--- src/rtl/uart_cmd_pkg.sv ---
`default_nettype none
// ============================================================================
//  Module   : uart_cmd_pkg
//  Purpose  : Shared types and limits for the UART command assembler.
//  Revision : 1.0 - initial release
// ============================================================================
package uart_cmd_pkg;

  // Assembler FSM: IDLE holds no partial bytes, ASSEMBLE holds 1..CMD_BYTES-1.
  typedef enum logic [0:0] {
    IDLE     = 1'b0,
    ASSEMBLE = 1'b1
  } state_t;

  // Widest command supported (bytes).
  localparam int CMD_BYTES_MAX = 8;

endpackage : uart_cmd_pkg
`default_nettype wire

--- src/rtl/uart_cmd_assembler_timer.sv ---
`default_nettype none
// ============================================================================
//  Module   : uart_cmd_timer
//  Purpose  : Inter-byte idle counter. Counts cycles while enabled and not
//             cleared; raises a one-cycle expire when the terminal count is
//             reached. A clear in the terminal cycle suppresses expire.
//  Revision : 1.0 - initial release
// ============================================================================
module uart_cmd_timer #(
  parameter int TIMEOUT_CYC = 78125
) (
  input  logic clk,
  input  logic rst,
  input  logic clear,
  input  logic en,
  output logic expire
);

  localparam int              c_cnt_w = $clog2(TIMEOUT_CYC);
  localparam logic [c_cnt_w-1:0] c_last = c_cnt_w'(TIMEOUT_CYC - 1);

  logic [c_cnt_w-1:0] r_count;

  assign expire = en && !clear && (r_count == c_last);

  // Idle counter: restarts on clear, advances while enabled, wraps at expiry.
  always_ff @(posedge clk) begin
    if (rst || clear) begin
      r_count <= '0;
    end else if (en) begin
      r_count <= expire ? '0 : r_count + c_cnt_w'(1);
    end
  end

endmodule : uart_cmd_timer
`default_nettype wire

--- src/rtl/uart_cmd_assembler.sv ---
`default_nettype none
// ============================================================================
//  Module   : uart_cmd_assembler
//  Purpose  : Acks bytes from the UART receiver and packs CMD_BYTES of them,
//             first byte in the MSBs, into one command word presented with a
//             cmd_rdy / clr_cmd_rdy level handshake. Flags overrun when a new
//             command overwrites an unconsumed one.
//  Config   : define UART_CMD_TIMEOUT_EN to discard partial commands after
//             TIMEOUT_CYC idle cycles between bytes (timeout_err pulse).
//  Revision : 1.0 - initial release
// ============================================================================
module uart_cmd_assembler
  import uart_cmd_pkg::*;
#(
  parameter int CMD_BYTES   = 2,
  parameter int TIMEOUT_CYC = 78125
) (
  input  logic                   clk,
  input  logic                   rst,
  input  logic [7:0]             rx_data,
  input  logic                   rx_rdy,
  output logic                   clr_rx_rdy,
  output logic [8*CMD_BYTES-1:0] cmd,
  output logic                   cmd_rdy,
  input  logic                   clr_cmd_rdy,
  output logic                   overrun,
  output logic                   timeout_err
);

  localparam int                 c_cmd_w   = 8 * CMD_BYTES;
  localparam int                 c_cnt_w   = $clog2(CMD_BYTES) + 1;
  localparam logic [c_cnt_w-1:0] c_last_bc = c_cnt_w'(CMD_BYTES - 1);

  // Elaboration guard against unsupported configurations.
  if (CMD_BYTES < 1 || CMD_BYTES > CMD_BYTES_MAX || TIMEOUT_CYC < 2) begin : g_bad_params
    $error("uart_cmd_assembler: CMD_BYTES must be 1..8 and TIMEOUT_CYC >= 2");
  end

  state_t               r_state, w_state_nxt;
  logic [c_cnt_w-1:0]   r_byte_cnt, w_byte_cnt_nxt;
  logic [c_cmd_w-1:0]   r_shift;
  logic [c_cmd_w-1:0]   r_cmd;
  logic                 r_cmd_rdy;
  logic                 r_overrun;
  logic [c_cmd_w+7:0]   w_shift_ext;
  logic                 w_capture;
  logic                 w_complete;
  logic                 w_timeout;

  // The receiver holds rdy until acked and drops it on the ack edge, so
  // every rdy cycle is a fresh byte.
  assign w_capture   = rx_rdy;
  assign clr_rx_rdy  = rx_rdy;
  assign w_complete  = w_capture && (r_byte_cnt == c_last_bc);
  // Older bytes fall off the top; the low c_cmd_w bits are the newest bytes.
  assign w_shift_ext = {r_shift, rx_data};

  assign cmd     = r_cmd;
  assign cmd_rdy = r_cmd_rdy;
  assign overrun = r_overrun;

`ifdef UART_CMD_TIMEOUT_EN
  logic w_timer_clear;
  logic w_timer_en;
  logic w_expire;
  logic r_timeout_err;

  assign w_timer_clear = w_capture || (r_state == IDLE);
  assign w_timer_en    = (r_state == ASSEMBLE);

  uart_cmd_timer #(
    .TIMEOUT_CYC (TIMEOUT_CYC)
  ) u_timer (
    .clk    (clk),
    .rst    (rst),
    .clear  (w_timer_clear),
    .en     (w_timer_en),
    .expire (w_expire)
  );

  // Expire is already masked by a same-cycle capture inside the timer.
  assign w_timeout = w_expire;

  // One-cycle error pulse on the edge that discards the partial command.
  always_ff @(posedge clk) begin
    if (rst) begin
      r_timeout_err <= 1'b0;
    end else begin
      r_timeout_err <= w_expire;
    end
  end

  assign timeout_err = r_timeout_err;
`else
  assign w_timeout   = 1'b0;
  assign timeout_err = 1'b0;
`endif

  // FSM and byte counter registers.
  always_ff @(posedge clk) begin
    if (rst) begin
      r_state    <= IDLE;
      r_byte_cnt <= '0;
    end else begin
      r_state    <= w_state_nxt;
      r_byte_cnt <= w_byte_cnt_nxt;
    end
  end

  // Next state: capture advances or completes; timeout drops partial bytes.
  always_comb begin
    w_state_nxt    = r_state;
    w_byte_cnt_nxt = r_byte_cnt;
    if (w_capture) begin
      if (w_complete) begin
        w_state_nxt    = IDLE;
        w_byte_cnt_nxt = '0;
      end else begin
        w_state_nxt    = ASSEMBLE;
        w_byte_cnt_nxt = r_byte_cnt + c_cnt_w'(1);
      end
    end else if (w_timeout) begin
      w_state_nxt    = IDLE;
      w_byte_cnt_nxt = '0;
    end
  end

  // Shift register collects bytes; completion loads the command word.
  always_ff @(posedge clk) begin
    if (rst) begin
      r_shift <= '0;
      r_cmd   <= '0;
    end else if (w_capture) begin
      r_shift <= w_shift_ext[c_cmd_w-1:0];
      if (w_complete) begin
        r_cmd <= w_shift_ext[c_cmd_w-1:0];
      end
    end
  end

  // Handshake flags: completion beats a same-cycle clear; overrun is sticky
  // until the consumer clears.
  always_ff @(posedge clk) begin
    if (rst) begin
      r_cmd_rdy <= 1'b0;
      r_overrun <= 1'b0;
    end else begin
      if (w_complete) begin
        r_cmd_rdy <= 1'b1;
      end else if (clr_cmd_rdy) begin
        r_cmd_rdy <= 1'b0;
      end
      if (clr_cmd_rdy) begin
        r_overrun <= 1'b0;
      end else if (w_complete && r_cmd_rdy) begin
        r_overrun <= 1'b1;
      end
    end
  end

endmodule : uart_cmd_assembler
`default_nettype wire

--- config.mk ---
export PLATFORM = sky130hd
export DESIGN_NAME = uart_cmd_assembler
export DESIGN_NICKNAME = d
export VERILOG_FILES = /design/src/rtl/uart_cmd_pkg.sv /design/src/rtl/uart_cmd_assembler_timer.sv /design/src/rtl/uart_cmd_assembler.sv
export SDC_FILE = /design/constraint.sdc
export NUM_CORES = 1
export LEC_CHECK = 0
export ABC_CLOCK_PERIOD_IN_PS = 1300
export CAP_MARGIN = 20
export CORE_MARGIN = 5
export CORE_UTILIZATION = 39
export DETAILED_ROUTE_END_ITERATION = 16
export GPL_TIMING_DRIVEN = 0
export PLACE_DENSITY = 0.71
export SLEW_MARGIN = 30
export SYNTH_ARGS = -nofsm -noshare
export SYNTH_HDL_FRONTEND = slang
export SYNTH_SLANG_ARGS = --single-unit
--- constraint.sdc ---
create_clock -name clk -period 1.3 [get_ports clk]
set_input_delay 0.39 -clock clk [delete_from_list [all_inputs] [get_ports clk]]
set_output_delay 0.39 -clock clk [all_outputs]
set_load 0.05 [all_outputs]
==> Word-level counts from Yosys, hierarchy flattened <==
Cells that the tools add are included.
Widths: inputs -> output; s select.
{ "classes": {"n_reduce_logical": 5, "shift": 0, "addsub": 1, "multipliers": 0, "muxes": 3, "eq_ne": 1, "div": 0, "magnitude_cmp": 0, "n_bitwise": 0} }
{ "ops": {"columns": ["cell", "count"], "rows": [
  ["$add 2x1->2 const B", 1],
  ["$eq 2x1->1 const B", 1],
  ["$logic_and 1x1->1", 2],
  ["$mux 1", 2],
  ["$mux 2", 1],
  ["$reduce_and 2->1", 1],
  ["$reduce_bool 2->1", 1],
  ["$reduce_or 2->1", 1]
]} }
{ "word_totals": {"input_bits": 12, "n_memories": 0, "regBits": 28, "wordCells": 15, "latchBits": 0, "ram_bits": 0, "romBits": 0} }

==> Depth between registers and ports, before layout <==
Gate-level depths: netlist of run 1.
{ "depth": {"depth_word": 3, "mapped_depth": 4} }

==> Least setup slack after synthesis of run 1 <==
OpenSTA, ideal clock, no wires.
{ "synth_path": {"path_kind": "register -> register", "from": "reg r_cmd_rdy (netlist: cmd_rdy)", "to": "reg r_overrun (netlist: overrun)", "setup_time_ns": 0.086, "setup_slack_ns": 0.237, "path_stages_with_launch": 3, "t_arrival_ns": 0.978, "n_path_buf": 0, "path_cell_list": "dfxtp_1 nand4b_1 a211oi_1"} }
{ "synth_via": {"elab_chain_len": 1} }
{ "synth_lines": {"columns": ["element", "line", "text"], "rows": [
  ["start: declaration", "uart_cmd_assembler.sv:43", "logic r_cmd_rdy;"],
  ["start signal: assignment", "uart_cmd_assembler.sv:145", "r_cmd_rdy <= 1'b0;"],
  ["start signal: assignment", "uart_cmd_assembler.sv:149", "r_cmd_rdy <= 1'b1;"],
  ["start signal: assignment", "uart_cmd_assembler.sv:151", "r_cmd_rdy <= 1'b0;"],
  ["$logic_and 1x1->1", "uart_cmd_assembler.sv:155", "end else if (w_complete && r_cmd_rdy) begin"],
  ["end signal: assignment", "uart_cmd_assembler.sv:146", "r_overrun <= 1'b0;"],
  ["end signal: assignment", "uart_cmd_assembler.sv:154", "r_overrun <= 1'b0;"],
  ["end signal: assignment", "uart_cmd_assembler.sv:156", "r_overrun <= 1'b1;"],
  ["end: declaration", "uart_cmd_assembler.sv:44", "logic r_overrun;"]
]} }
Every way passes these cells.
A chain may end at the register's enable or synchronous reset.

==> Worst setup path in the final report of run 1 <==
{ "layout_path": {"from": "reg r_cmd[10] (netlist: cmd[10])", "to": "out cmd[10]"} }
{ "layout_lines": {"columns": ["element", "line", "text"], "rows": [
  ["start: declaration", "uart_cmd_assembler.sv:42", "logic [c_cmd_w-1:0] r_cmd;"],
  ["start signal: assignment", "uart_cmd_assembler.sv:136", "r_cmd <= w_shift_ext[c_cmd_w-1:0];"],
  ["end: declaration", "uart_cmd_assembler.sv:23", "output logic [8*CMD_BYTES-1:0] cmd,"]
]} }
No word-level cell between the ends.

==> results.json, run 1 <==
{
  "status": "completed",
  "p_per_area_mw_per_mm2": 1110,
  "insertion_delay_ns": 0.33,
  "clock_skew_ns": 0.00920,
  "max-cap-violations": 0,
  "numCtsBuffers": 3,
  "swShare": 0.244,
  "postRouteAntennaNets": 0,
  "cp.arrival_ns": 0.87,
  "dpl.hpwl_mm": 1.81,
  "cts.sinks": 28,
  "p_seq_frac": 0.515,
  "holdWs_ns": 0.353,
  "rsz0062_at_grt": "no",
  "design.core.area_sq_mm": 0.00283,
  "min_to": "overrun",
  "die_width_microns": 64.8,
  "port-buffer-count": 30,
  "hold_buffers": 0,
  "max_freq_ghz": 0.796,
  "postCtsSetupBuffers": 0,
  "finalWirelength_mm": 2.42,
  "min_period_over_period": 0.967,
  "clk_pin_slew_worst_paths_ns": 0.15,
  "p_leak_nw": 0.658,
  "avgSynthCellArea_sq_um": 10.5,
  "total_power_w": 0.00179,
  "drcViolationCount": 0,
  "synth_seq_cells": 28,
  "grt_usage": 0.122,
  "grt_pass1_vias": 891,
  "ys_seq_area_frac": 0.479,
  "post-place-cells": 173,
  "grt_max_degree": 17,
  "ir_drop_v": 0.000575,
  "drtIter0Drc": 20,
  "via_count": 850,
  "final-max-slew-violation-count": 0,
  "regToRegSetupSlack_ns": 0.13,
  "cts-root-buf": "clkbuf_4",
  "clock_power_share": 0.313,
  "num_rows": 19,
  "wl_per_cell_microns": 13.7,
  "syn_inst": 112,
  "fin_cells": 177,
  "critPathKind": "register to primary output",
  "wl_met3_microns": 131,
  "slowest_delay_ns": 0.38,
  "cp-end-kind": "primary output",
  "worstHoldPathCells": 3,
  "switchingPower_w": 0.000437,
  "design_area_sq_mm": 0.00161,
  "reg2reg_depth": 4,
  "cts_max_path_buffers": 2,
  "n_fill_cell": 250,
  "gp_congestion": 0.730,
  "crit_fanout": 2,
  "die-area_sq_mm": 0.00420,
  "intPower_w": 0.00135,
  "final_hold_viol_count": 0,
  "mostFrequentLayoutCell": "nand2b_1",
  "synth_cell_types": 17,
  "syn_area_sq_mm": 0.00117,
  "syn_nets": 124,
  "wl_met2_mm": 1.19,
  "path_cells": "buf_6",
  "finalCriticalPeriod_ns": 1.26,
  "via_per_inst": 4.80,
  "drive_above_1_share": 0.315,
  "antenna_found_initial": 0,
  "crit_buf_inv": 1,
  "hp-start": "rx_rdy",
  "grt_pass1_wl_mm": 4.06,
  "crit_slowest_cell": "dfxtp_1",
  "reg2reg_to": "cmd[6]",
  "cts_tree": "yes",
  "m1WireLength_mm": 1.07,
  "layout_common_cells": "nand2b_1, mux2i_1, buf_6, dfxtp_1, dfxtp_2",
  "syn_to_final_growth_pct": 37.4,
  "initial_core_util": 0.414,
  "ios": 32,
  "die_h_microns": 64.8,
  "reg2reg_from": "r_byte_cnt[0]",
  "htree_levels": 1,
  "firstDrtPassIters": 2,
  "nets": 159,
  "setup_viol": 0,
  "startpoint_type": "register",
  "dpl_cell_area_sq_mm": 0.00151,
  "crit_family": "flip-flops",
  "hp-class": "input pin to register",
  "p_comb_frac": 0.172,
  "grt_overflow": 0,
  "cp.required_ns": 0.91,
  "yosys_warnings": 0,
  "dr.max_layer_used": "met4",
  "antenna_cells": 0
}
-- cells by family (layout without fill, tap and decap cells) --
family | Yosys count | in the layout | synth area share
AO/OA/AOI/OAI | 3 | 3 | 0.0214
XOR/XNOR | 1 | 1 | 0.00748
buffers and inverters | 11 | 45 | 0.0641
flip-flops | 28 | 28 | 0.479
multiplexers | 24 | 24 | 0.205
other | 1 | 1 | 0.00320
AND/OR/NAND/NOR | 44 | 44 | 0.220
-- tightest hold or removal path, stage by stage --
cell      delay, ns
clkbuf_2       0.10
nand4b_1       0.09
a211oi_1       0.07
-- power groups by stage --
stage | combinational, W | sequential (W) | clock, W
6_report | 0.000308 | 0.000924 | 0.000560
5_1_grt | 0.000329 | 0.000929 | 0.000608
4_1_cts | 0.000306 | 0.000920 | 0.000580
3_5_place_dp | 0.000303 | 0.000936 | 0
2_1_floorplan | 0.000136 | 0.000996 | 0
3_3_place_gp | 0.000299 | 0.000934 | 0
-- how the worst max path moves through the flow --
stage | from | end | depth (start not counted) | slack [ns]
2_1_floorplan | cmd_rdy | overrun | 2 | 0.24
3_3_place_gp | rx_rdy | clr_rx_rdy | 3 | -0.90
3_5_place_dp | rx_rdy | clr_rx_rdy | 3 | -0.89
4_1_cts | cmd[7] | cmd[7] | 1 | 0.007
5_1_grt | cmd[9] | cmd[9] | 1 | 0.0002
6_report | cmd[10] | cmd[10] | 1 | 0.04
-- Yosys cell counts --
cell,number,area (sq um)
nand2b_1,32,200
dfxtp_1,28,561
mux2i_1,24,240
nor2_1,9,33.8
clkbuf_1,3,11.3
a211oi_1,2,15.0
buf_2,2,10.0
buf_4,2,15.0
inv_1,2,7.51
and3b_1,1,8.76
buf_12,1,20.0
buf_6,1,11.3
conb_1,1,3.75
nand4b_1,1,8.76
nor2b_1,1,6.26
o21ba_2,1,10.0
xnor2_1,1,8.76
-- flip-flops by register name, summed over array words and instances (netlist names) --
register / count
overrun: 1
cmd: 16
cmd_rdy: 1
r_byte_cnt: 2
r_shift: 8
-- metal layers --
layer  vias up  track usage
li1        431            -
met1       393        0.151
met2        22        0.204
met3         4       0.0276
met4         0       0.0475
met5         -            0
-- area by class of cell --
| cell class | instances | area [sq um] | area share |
|---|---|---|---|
| buffer | 9 | 73.8 | 0.0459 |
| clock buffer | 3 | 22.5 | 0.0140 |
| clock inverter | 1 | 30.0 | 0.0187 |
| inverter | 2 | 7.51 | 0.00467 |
| multi-input combinational | 73 | 536 | 0.333 |
| sequential | 28 | 576 | 0.358 |
| tap | 31 | 38.8 | 0.0241 |
| timing repair buffer | 30 | 325 | 0.202 |
-- repair_timing --
item / in CTS / in global routing
resized for setup: 130 / 24
gates cloned: 0 / 0
hold endpoints to repair: 0 / 0
setup endpoints to repair: 42 / 28
-- metrics by stage --
step | setup slack [ns] | TNS [ns] | util
floorplan | 0.237 | 0 | -
global route | 0.000201 | 0 | 0.569
global placement | -0.900 | -15.19 | 0.534
CTS | 0.00664 | 0 | 0.550
finish | 0.0433 | 0 | 0.569
detailed placement | -0.893 | -15.77 | 0.534
Power figures use the tool's default switching activity.
==> run 2: changes to the inputs <==
Settings changed: GPL_TIMING_DRIVEN 0 to 1.
==> run 2 against run 1 <==
Clock skew down 0.0011 ns. Sequential share of layout area down 2.7 points. Highest routed layer unchanged. Largest power group unchanged. Hold slack better by 0.11 ns.
==> results.json, run 2 (same netlist as run 1, synthesis figures left out) <==
{
  "status": "completed",
  "slowest_delay_ns": 0.20,
  "critPathKind": "input pin to primary output",
  "clk_pin_slew_worst_paths_ns": 0.14,
  "num_rows": 19,
  "post-place-cells": 168,
  "drtIter0Drc": 21,
  "antenna_found_initial": 0,
  "final_hold_viol_count": 0,
  "insertion_delay_ns": 0.32,
  "postCtsSetupBuffers": 0,
  "switchingPower_w": 0.000430,
  "dpl_cell_area_sq_mm": 0.00169,
  "cp-end-kind": "primary output",
  "p_leak_nw": 0.673,
  "n_fill_cell": 233,
  "final_core_util": 0.623,
  "finalCriticalPeriod_ns": 1.27,
  "swShare": 0.237,
  "startpoint_type": "input pin",
  "port-buffer-count": 30,
  "p_seq_frac": 0.511,
  "cts.sinks": 28,
  "hold_buffers": 0,
  "grt_pass1_wl_mm": 3.73,
  "drive_above_1_share": 0.326,
  "finalWirelength_mm": 2.18,
  "cts_tree": "yes",
  "fin_cells": 172,
  "register_area_sq_um": 583,
  "setup_viol": 0,
  "syn_to_final_growth_pct": 50.5,
  "hp-class": "register to register",
  "ir_drop_v": 0.000869,
  "initial_core_util": 0.414,
  "layout_common_cells": "nand2b_1, mux2i_1, buf_12, dfxtp_2",
  "ios": 32,
  "cp.arrival_ns": 0.88,
  "postRouteAntennaNets": 0,
  "mostFrequentLayoutCell": "nand2b_1",
  "grt_overflow": 0,
  "drcViolationCount": 0,
  "clock_skew_ns": 0.00806,
  "intPower_w": 0.00139,
  "p_per_area_mw_per_mm2": 1030,
  "die_width_microns": 64.8,
  "path_cells": "clkdlybuf4s15_1 -> buf_4 -> buf_12",
  "total_power_w": 0.00182,
  "die-area_sq_mm": 0.00420,
  "crit_slowest_cell": "clkdlybuf4s15_1",
  "firstDrtPassIters": 3,
  "final-max-slew-violation-count": 0,
  "grt_usage": 0.110,
  "max_freq_ghz": 0.790,
  "cp.required_ns": 0.91,
  "p_comb_frac": 0.185,
  "setup-tns-final_ns": 0,
  "cts_max_path_buffers": 2,
  "design_area_sq_mm": 0.00176,
  "nets": 154,
  "wl_per_cell_microns": 12.6,
  "gp_congestion": 0.673,
  "via_per_inst": 4.69,
  "htree_levels": 1,
  "cts-root-buf": "clkbuf_4",
  "grt_pass1_vias": 854,
  "largest_register_ffs": 16,
  "multiInputGateArea_sq_um": 536,
  "via_count": 806,
  "die_h_microns": 64.8,
  "antenna_cells": 0,
  "grt_max_degree": 45,
  "min_period_over_period": 0.973,
  "max-cap-violations": 0,
  "design.core.area_sq_mm": 0.00283,
  "clock_power_share": 0.304,
  "numCtsBuffers": 3,
  "dpl.hpwl_mm": 1.54,
  "crit_fanout": 3,
  "rsz0062_at_grt": "no"
}
## run 2: changes by cell type in the layout (fill, tap and decap cells not counted), sizes merged
cell and change:
buf -2, clkdlybuf4s15 +1, dlymetal6s2s -1, clkdlybuf4s50 +1, clkbuf -4
## run 2: critical path: cells and delay by family
kind	cells	cell delay, ns
buffers and inverters	3	0.49
## run 2: repair_timing
| action | in CTS | in global routing |
|---|---|---|
| gates cloned | 0 | 0 |
| gates resized for setup | 5 | 15 |
| pin swaps | 0 | 0 |
| setup endpoints to repair | 4 | 15 |
## run 2: through the flow
| stage | setup slack (ns) | hold slack (ns) |
|---|---|---|
| finish | 0.0346 | 0.461 |
| global route | 0.0135 | 0.482 |
| CTS | 0.00324 | 0.461 |
| detailed placement | -0.312 | 0.443 |
| global placement | -0.251 | 0.424 |
| floorplan | 0.237 | 0.413 |
## run 2: metal layers
layer  GRT usage  vias to the layer above  wire, microns
met5           0                        -              0
met4      0.0396                        0             11
met3      0.0259                        2            122
met2       0.186                       20           1050
met1       0.137                      368            988
li1            -                      416              -
## run 2: layout make-up
cell class	count	share of cell area
well taps	31	0.0220
clock buffers	3	0.0128
repair buffers	34	0.309
clock inverters	1	0.0170
inverters	2	0.00426
multi-input cells	73	0.304
flip-flops and latches	28	0.331
## run 2: worst paths after layout
check | slack [ns] | from | end | cells past startpoint
setup reg to reg | 0.20 | r_byte_cnt[0] | cmd[14] | 3
hold reg to reg | 0.46 | r_byte_cnt[1] | r_byte_cnt[1] | 2
hold / removal | 0.46 | r_byte_cnt[1] | r_byte_cnt[1] | 2
setup / recovery | 0.03 | rx_rdy | clr_rx_rdy | 3
## run 2: power by group through the flow
stage | Clock, W | Combinational (W) | Sequential [W]
finish | 0.000553 | 0.000336 | 0.000930
global placement | 0 | 0.000334 | 0.000945
detailed placement | 0 | 0.000339 | 0.000946
global route | 0.000606 | 0.000356 | 0.000937
floorplan | 0 | 0.000136 | 0.000996
CTS | 0.000575 | 0.000339 | 0.000928
